$ cat config.mk
export PLATFORM = sky130hd
export DESIGN_NAME = psum_accum
export DESIGN_NICKNAME = d
export VERILOG_FILES = /design/src/rtl/psum_accum_pkg.sv /design/src/rtl/psum_accum_requant.sv /design/src/rtl/psum_accum.sv
export SDC_FILE = /design/constraint.sdc
export NUM_CORES = 1
export LEC_CHECK = 0
export ABC_AREA = 0
export CAP_MARGIN = 20
export CORE_ASPECT_RATIO = 0.9
export CORE_MARGIN = 2
export CORE_UTILIZATION = 45
export CTS_CLUSTER_DIAMETER = 150
export DETAILED_ROUTE_END_ITERATION = 16
export GPL_TIMING_DRIVEN = 0
export MAX_ROUTING_LAYER = met4
export PLACE_DENSITY_LB_ADDON = 0.1
export SYNTH_ARGS = -nofsm -noshare
export SYNTH_HDL_FRONTEND = slang
export SYNTH_HIERARCHICAL = 1
export SYNTH_SLANG_ARGS = --single-unit
$ cat constraint.sdc
create_clock -name i_clk -period 6.5 [get_ports i_clk]
set_input_delay 0.65 -clock i_clk [delete_from_list [all_inputs] [get_ports i_clk]]
set_output_delay 0.65 -clock i_clk [all_outputs]
set_load 0.03 [all_outputs]
$ cat src/rtl/psum_accum_pkg.sv
// Shared types for the psum accumulator: mode codes, FSM states and the
// scale-restore helper applied to the last MAC result of a group.
package psum_accum_pkg;

  localparam int unsigned PSUM_W = 24;
  localparam int unsigned ACC_W  = 32;

  typedef enum logic [1:0] {
    MODE_INT8     = 2'd0,
    MODE_INT4     = 2'd1,
    MODE_INT4_VSQ = 2'd2
  } mode_e;

  typedef enum logic {
    ACC_IDLE  = 1'b0,
    ACC_ACCUM = 1'b1
  } state_e;

  // VSQ groups carry the deferred << 8 scale; other modes just sign-extend.
  function automatic logic [ACC_W-1:0] restore_scale(input mode_e m,
                                                     input logic [PSUM_W-1:0] r);
    if (m == MODE_INT4_VSQ) return {r, 8'b0};
    return {{(ACC_W-PSUM_W){r[PSUM_W-1]}}, r};
  endfunction

endpackage

$ cat src/rtl/psum_accum_requant.sv
// Combinational INT8 requantiser: round-half-up arithmetic right shift of a
// 32-bit accumulation, clamped to the signed 8-bit range.
module requant_s8 (
  input  logic [31:0] acc_i,
  input  logic [4:0]  shift_i,
  output logic [7:0]  q_o,
  output logic        sat_o
);

  logic signed [32:0] rnd;
  logic signed [32:0] sum;
  logic signed [32:0] shr;

  always_comb begin
    rnd = '0;
    if (shift_i != 5'd0) rnd[shift_i - 5'd1] = 1'b1;
    // 33 bits keep the rounding add from overflowing at the top of the range.
    sum   = $signed({acc_i[31], acc_i}) + rnd;
    shr   = sum >>> shift_i;
    q_o   = shr[7:0];
    sat_o = 1'b0;
    if (shr > 33'sd127) begin
      q_o   = 8'h7f;
      sat_o = 1'b1;
    end else if (shr < -33'sd128) begin
      q_o   = 8'h80;
      sat_o = 1'b1;
    end
  end

endmodule

$ cat src/rtl/psum_accum.sv
// Partial-sum accumulator closing the MAC psum loop: feeds o_psum back, counts
// beats per group and pushes the scaled, requantised result into a 1-slot output.
module psum_accum
  import psum_accum_pkg::*;
#(
  parameter int unsigned LEN_W = 8
) (
  input  logic             i_clk,
  input  logic             i_rst_n,
  input  logic [1:0]       i_mode,
  input  logic [LEN_W-1:0] i_len,
  input  logic [4:0]       i_shift,
  input  logic             i_valid,
  output logic             o_ready,
  input  logic [23:0]      i_result,
  output logic [23:0]      o_psum,
  output logic             o_valid,
  input  logic             i_ready,
  output logic [31:0]      o_acc,
  output logic [7:0]       o_q,
  output logic             o_sat,
  output logic             o_busy
);

  state_e           state_q, state_d;
  logic [LEN_W-1:0] cnt_q, cnt_d, len_q, len_d;
  mode_e            mode_q, mode_d;
  logic [4:0]       shift_q, shift_d;
  logic [23:0]      psum_q, psum_d;
  logic             valid_q, valid_d;
  logic [31:0]      acc_q, acc_d;
  logic [7:0]       q_q, q_d;
  logic             sat_q, sat_d;

  logic [LEN_W-1:0] eff_len, cnt_inc;
  mode_e            cur_mode;
  logic [4:0]       cur_shift;
  logic             last, accept;
  logic [31:0]      fin_acc;
  logic [7:0]       fin_q;
  logic             fin_sat;

  assign fin_acc = restore_scale(cur_mode, i_result);

  requant_s8 u_requant (
    .acc_i   (fin_acc),
    .shift_i (cur_shift),
    .q_o     (fin_q),
    .sat_o   (fin_sat)
  );

  always_comb begin
    eff_len = (i_len == '0) ? LEN_W'(1) : i_len;
    cnt_inc = cnt_q + LEN_W'(1);
    // On a first beat the live config applies; afterwards only the latched copy.
    if (state_q == ACC_IDLE) begin
      cur_mode  = mode_e'(i_mode);
      cur_shift = i_shift;
      last      = (eff_len == LEN_W'(1));
    end else begin
      cur_mode  = mode_q;
      cur_shift = shift_q;
      last      = (cnt_inc == len_q);
    end
    o_ready = ((state_q == ACC_ACCUM) && !last) || !valid_q || i_ready;
    accept  = i_valid && o_ready;

    state_d = state_q;
    cnt_d   = cnt_q;
    len_d   = len_q;
    mode_d  = mode_q;
    shift_d = shift_q;
    psum_d  = psum_q;
    valid_d = valid_q;
    acc_d   = acc_q;
    q_d     = q_q;
    sat_d   = sat_q;

    if (accept) begin
      psum_d = i_result;
      if (state_q == ACC_IDLE) begin
        mode_d  = cur_mode;
        len_d   = eff_len;
        shift_d = i_shift;
        cnt_d   = LEN_W'(1);
      end else begin
        cnt_d = cnt_inc;
      end
      state_d = last ? ACC_IDLE : ACC_ACCUM;
    end

    // A push on the last beat wins over a simultaneous pop, so the slot stays full.
    if (accept && last) begin
      valid_d = 1'b1;
      acc_d   = fin_acc;
      q_d     = fin_q;
      sat_d   = fin_sat;
    end else if (valid_q && i_ready) begin
      valid_d = 1'b0;
    end
  end

  always_ff @(posedge i_clk or negedge i_rst_n) begin
    if (!i_rst_n) begin
      state_q <= ACC_IDLE;
      cnt_q   <= '0;
      len_q   <= '0;
      mode_q  <= MODE_INT8;
      shift_q <= '0;
      psum_q  <= '0;
      valid_q <= 1'b0;
      acc_q   <= '0;
      q_q     <= '0;
      sat_q   <= 1'b0;
    end else begin
      state_q <= state_d;
      cnt_q   <= cnt_d;
      len_q   <= len_d;
      mode_q  <= mode_d;
      shift_q <= shift_d;
      psum_q  <= psum_d;
      valid_q <= valid_d;
      acc_q   <= acc_d;
      q_q     <= q_d;
      sat_q   <= sat_d;
    end
  end

  assign o_psum  = (state_q == ACC_ACCUM) ? psum_q : '0;
  assign o_busy  = (state_q == ACC_ACCUM);
  assign o_valid = valid_q;
  assign o_acc   = acc_q;
  assign o_q     = q_q;
  assign o_sat   = sat_q;

endmodule

## Word-level counts from Yosys, hierarchy flattened

Cells that the tools add are included.
Widths: inputs -> output; s select.

- Register bits after elaboration: 90
- Input bits: 43

- Add/subtract/negate cells: 3
- $lt $le $gt $ge: 4
- Eq/ne operators: 3
- Shift-type cells: 1
- Mux-type cells: 19
- Bitwise operators: 1
- Reductions and logical operators: 13

Operators by type and width:

| kind | count |
|---|---|
| $mux 32 | 3 |
| $add 32x33->33 | 1 |
| $gt 33x8->1 const B | 1 |
| $lt 33x8->1 const B | 1 |
| $sshr 33x5->33 | 1 |
| $mux 8 | 4 |
| $mux 24 | 1 |
| $add 8x1->8 const B | 1 |
| $eq 8x1->1 const B | 1 |
| $eq 8x8->1 | 1 |
| $logic_not 8->1 | 1 |
| $mux 1 | 8 |
| $lt 5x7->1 const B | 1 |
| $demux 1 s5 | 1 |
| $ge 5x1->1 const B | 1 |
| $logic_and 1x1->1 | 5 |
| $mux 5 | 1 |
| $reduce_bool 5->1 | 1 |
| $sub 5x1->5 const B | 1 |
| $eq 2x2->1 const B | 1 |
| $logic_not 1->1 | 2 |
| $logic_or 1x1->1 | 2 |
| $mux 2 | 1 |
| $reduce_and 2->1 | 1 |
| 2 further kinds | 2 |

## Depth between registers and ports, before layout

- Depth in word-level cells: 12
- Depth in mapped cells: 28

## By module

Netlist, hierarchy kept.

By module, submodules not included:

| module | instances | cells an instance | area an instance (um^2) |
|---|---|---|---|
| requant_s8 | 1 | 864 | 5716.7 |
| psum_accum | 1 | 369 | 4357.9 |

## Least setup slack after synthesis

No wires, ideal clock.

- Kind: flip-flop to flip-flop
- Start: register state_q (netlist: o_busy)
- End: register q_q[5] (netlist: o_q[5])
- Library setup time: 0.128 ns
- Arrival: 6.381 ns
- Required time: 6.372 ns
- Setup slack: -0.009 ns
- Cell stages (with the launch flop): 26
- Clock period less this slack: 6.509 ns
- Path through: dfrtp_1 clkbuf_1 mux2_2 inv_1 clkbuf_1 buf_2 clkbuf_1 buf_1 nand3_1 nor2_1 ha_1 buf_2 a21oi_1 o21ai_0 a22oi_1 nand2_1 o41a_1 and2_1 mux4_2 o211a_1 o31ai_2 nor4b_2 nand4_1 o31ai_4 o21ai_1 mux2_1

- Longest elaborated chain between the ends: 12
- Elaborated cells between the ends (all ways): 26
- Those cells by class: 2 x add/sub; 4 x order compare; 1 x eq/ne; 1 x shift; 10 x mux; 8 x reduce/logical

RTL lines:

| item | RTL line | text |
|---|---|---|
| start, declared | psum_accum.sv:25 | `state_e state_q, state_d;` |
| start signal, assigned | psum_accum.sv:116 | `state_q <= state_d;` |
| $mux 5 * | psum_accum.sv:56 | `if (state_q == ACC_IDLE) begin` |
| via cur_shift[0] | psum_accum.sv:37 | `logic [4:0] cur_shift;` |
| $sub 5x1->5 | psum_accum_requant.sv:16 | `if (shift_i != 5'd0) rnd[shift_i - 5'd1] = 1'b1;` |
| $lt 5x7->1 (not written as such) / $ge 5x1->1 (equally long branches) | psum_accum_requant.sv:16 |  |
| $logic_and 1x1->1 (not written as such) | psum_accum_requant.sv:16 |  |
| $mux 1 (not written as such) | psum_accum_requant.sv:16 |  |
| $demux 1 s5 | n/a |  |
| $mux 32 | psum_accum_requant.sv:16 |  |
| $add 32x33->33 | psum_accum_requant.sv:18 | `sum = $signed({acc_i[31], acc_i}) + rnd;` |
| $sshr 33x5->33 * | psum_accum_requant.sv:19 | `shr = sum >>> shift_i;` |
| $lt 33x8->1 | psum_accum_requant.sv:25 | `end else if (shr < -33'sd128) begin` |
| $mux 8 | psum_accum_requant.sv:25 |  |
| $mux 8 * | psum_accum_requant.sv:22 | `if (shr > 33'sd127) begin` |
| via fin_q[5] | psum_accum.sv:40 | `logic [7:0] fin_q;` |
| end signal, assigned | psum_accum.sv:124 | `q_q <= q_d;` |
| end, declared | psum_accum.sv:32 | `logic [7:0] q_q, q_d;` |

Mark *: on every way through the listed nets, which the timed path passes. The rest lies on a longest branch.
A chain may end at the register's enable or synchronous reset.

## Final worst setup path

- Start: input port i_shift[2]
- End: register q_q[6] (netlist: o_q[6])

- Longest elaborated chain between the ends: 12
- Elaborated cells between the ends (all ways): 15
- Those cells by class: 2 x add/sub; 4 x order compare; 1 x shift; 6 x mux; 2 x reduce/logical

RTL lines:

| item | RTL line | text |
|---|---|---|
| start, declared | psum_accum.sv:12 | `input logic [4:0] i_shift,` |
| $mux 5 * | psum_accum.sv:56 |  |
| via cur_shift[2] | psum_accum.sv:37 |  |
| $sub 5x1->5 | psum_accum_requant.sv:16 |  |
| $lt 5x7->1 (not written as such) / $ge 5x1->1 (equally long branches) | psum_accum_requant.sv:16 |  |
| $logic_and 1x1->1 (not written as such) | psum_accum_requant.sv:16 |  |
| $mux 1 (not written as such) | psum_accum_requant.sv:16 |  |
| $demux 1 s5 | n/a |  |
| $mux 32 | psum_accum_requant.sv:16 |  |
| $add 32x33->33 | psum_accum_requant.sv:18 |  |
| $sshr 33x5->33 * | psum_accum_requant.sv:19 |  |
| $lt 33x8->1 | psum_accum_requant.sv:25 |  |
| $mux 8 | psum_accum_requant.sv:25 |  |
| $mux 8 * | psum_accum_requant.sv:22 |  |
| via fin_q[6] | psum_accum.sv:40 |  |

Marked as above.

==> results_dict.tcl <==
set metrics [dict create \
    core_area_mm2 0.02182 \
    hold_viol 0 \
    peakVddDrop_mv 0.1834 \
    clk_pin_slew_ns 0.07 \
    rows 51 \
    vias 10900 \
    cts_buffers 9 \
    synth.cell_area_mm2 0.01007 \
    ys_ff_latch 90 \
    drive_gt1_share_pct 26.35 \
    clock-root-buffer "clkbuf_16" \
    max_freq_mhz 156.2 \
    cp-start-kind "primary input" \
    postLayoutCoreUtil_pct 59.43 \
    syn-num-nets 1310 \
    min_path_type "primary input to async pin" \
    antenna_left 0 \
    cp.arrival_ns 6.63 \
    seq_area_frac_synth_pct 22.35 \
    fin_worst_skew_ns 0.005978 \
    setup_viol 0 \
    firstDrtPassIters 7 \
    routed_via_density 6.505 \
    synth_area_leaders "dfrtp_1, mux2_2, nand2_1" \
    async_flop_share_pct 100.0 \
    portBuffers 110 \
    drv_slew 0 \
    clock_latency_ns 0.34 \
    final_common_cell "nand2_1" \
    ios 111 \
    stdcell_count 1676 \
    period_minus_slack_ns 6.404 \
    antenna_cells 0 \
    first_iter_violations 1256 \
    grt_pass1_vias 9986 \
    dieArea_mm2 0.02360 \
    initial_utilization_pct 46.16 \
    crit_type "primary input to flop" \
    rsz0062_at_grt "true" \
    max_stage_delay_ns 0.54 \
    dominantRegCellSynth "dfrtp_1" \
    path_cells "clkdlybuf4s50_1 > mux2_4 > inv_1 > nand2_1 > nor2_2 > nand2_1 > inv_1 > ha_1 > a211oi_2 > o21a_2 > o211ai_2 > a211o_1 > o211ai_1 > o31a_1 > mux2i_1 > mux2_2 > mux4_2 > nor4b_4 > nand4_1 > o31ai_4 > o21ai_1 > mux2_1" \
    cp_slowest_cell "mux4_2" \
    yosys.area.top_type "dfrtp_1" \
    cts_sinks 90 \
    die_w_um 161.7 \
    netlist.area_leader.share_pct 22.35 \
    tritoncts "yes" \
    grt_usage_pct 34.15 \
    synth_edf_count 0 \
    dp_hpwl_mm 31.12 \
    die_height_um 146.0 \
    synth_cell_types 108 \
    antenna_found_initial 0 \
    gp_congestion 0.9832 \
    worstPathMaxFanout 7 \
    worst_pin_slew_ns 1.038 \
    mostFrequentLayoutCells "nand2_1, clkdlybuf4s50_1, nor2_1, dfrtp_1, mux2_2" \
    relSlewSlack_pct 29.02 \
    cp-end-kind "flop" \
    globalRoute.totalOverflow 0 \
    synth_cells 1233 \
    power_density_mw_per_mm2 434.9 \
    avgSynthCellArea_um2 8.171 \
    nets 1457 \
    post-route-drc-count 0 \
    grt_pass1_wl_mm 60.78 \
    yosysWarnings 6 \
    cap_violations 0 \
    grt_max_degree 70 \
    totalWireLength_mm 40.39 \
    final.period_utilization_pct 98.52 \
    dp_cells 1635 \
    htreeDepth 3 \
    crit_required_ns 6.73 \
    clockBufferDepth 2 \
    wl_per_cell_um 24.10 \
    syn_to_final_growth_pct 28.73 \
    status "complete, no violations" \
    leakagePower_nw 5.452 \
]
worst paths after layout:
path	start	to	slack, ns	cells after the start
setup / recovery	i_shift[2]	o_q[6]$_DFFE_PN0P_	0.1	22
hold / removal	i_rst_n	cnt_q[7]$_DFFE_PN0N_	0.19	1
setup reg to reg	o_busy$_DFFE_PN0N_	o_q[6]$_DFFE_PN0P_	0.17	22
hold reg to reg	o_q[6]$_DFFE_PN0P_	o_q[6]$_DFFE_PN0P_	0.49	1
max in group asynchronous	i_rst_n	o_acc[26]$_DFFE_PN0P_	5.65	2
min in group i_clk	o_q[6]$_DFFE_PN0P_	o_q[6]$_DFFE_PN0P_	0.49	1
logic make-up after synthesis:
family / share of synthesized area (%)
AND/OR/NAND/NOR: 22.83
AO/OA/AOI/OAI: 27.56
flip-flops: 22.35
buffers and inverters: 5.017
other: 0.03722
multiplexers: 15.56
adder cells (fa/ha/maj): 4.297
XOR/XNOR: 2.347
sequential cells by signal, indices dropped and copies added (netlist names):
name	cells
o_sat	1
o_busy	1
mode_q	2
len_q	8
o_acc	32
psum_q	24
cnt_q	8
o_q	8
shift_q	5
o_valid	1
worst max-delay path, delay by kind of cell:
kind | cells | cell delay (ns)
mux | 5 | 1.60
simple gates | 5 | 1.35
fa+ha+maj | 1 | 0.24
compound gates | 8 | 2.07
buf+inv | 3 | 0.70
metal layers:
metal,global-route usage [%],up-vias,share of wire [%]
met4,9.513,0,3.1
met5,-,-,0
met1,48.54,5281,45
li1,-,4956,-
met3,5.614,90,8.5
met2,50.11,575,43
layout make-up:
cell class,instances,area (um^2)
timing repair buffer,138,1329
fill,2032,8855
clock buffer,12,256.5
sequential,90,2253
multi-input combinational,1036,8000
tap,291,364.1
buffer,78,609.3
clock inverter,4,50.05
inverter,27,106.4
stage by stage:
stage	cell area (um^2)	total power, W	hold slack (ns)	setup WS, ns	TNS [ns]
after floorplan	10080	0.003250	0.3544	0.02041	0
after global placement	11540	0.004414	0.4748	-2.330	-18.94
after detailed placement	11570	0.004403	0.4806	-2.156	-17.47
after CTS	12390	0.005232	0.1997	0.0004801	0
after global routing	12970	0.005900	0.2034	-0.06128	-0.1386
final	12970	0.005640	0.1938	0.09633	0
where the power goes:
group          switching, W  internal (W)
combinational       0.00272       0.00164
clock              0.000227      0.000319
sequential        0.0000725      0.000665
total               0.00302       0.00262
cells in the mapped netlist, types with 8 or more instances:
| cell type | n |
|---|---|
| and3_1 | 8 |
| xnor2_1 | 16 |
| inv_1 | 27 |
| a21o_1 | 22 |
| o211ai_1 | 25 |
| or3_1 | 10 |
| a211oi_1 | 19 |
| o22ai_1 | 12 |
| mux4_2 | 11 |
| and2_1 | 40 |
| o31ai_1 | 9 |
| buf_2 | 22 |
| nand2b_1 | 9 |
| a21oi_1 | 57 |
| a211o_1 | 8 |
| nor2_1 | 112 |
| nor3_1 | 37 |
| clkbuf_1 | 39 |
| mux2i_1 | 25 |
| xor2_1 | 11 |
| nand2_1 | 155 |
| a31oi_1 | 15 |
| o21ai_1 | 17 |
| o211a_1 | 8 |
| o21a_1 | 17 |
| nand4_1 | 24 |
| dfrtp_1 | 90 |
| ha_1 | 33 |
| nand3_1 | 40 |
| buf_4 | 9 |
| o21ai_0 | 45 |
| mux2_2 | 93 |
timing repair:
item                       in CTS  in global routing
buffers inserted               15                 12
setup endpoints to repair       9                  8
pin swaps                      17                 32
hold buffers                    0                  0
gates resized for setup       112                142
gates cloned                    0                  1
(Power assumes the default switching activity.)
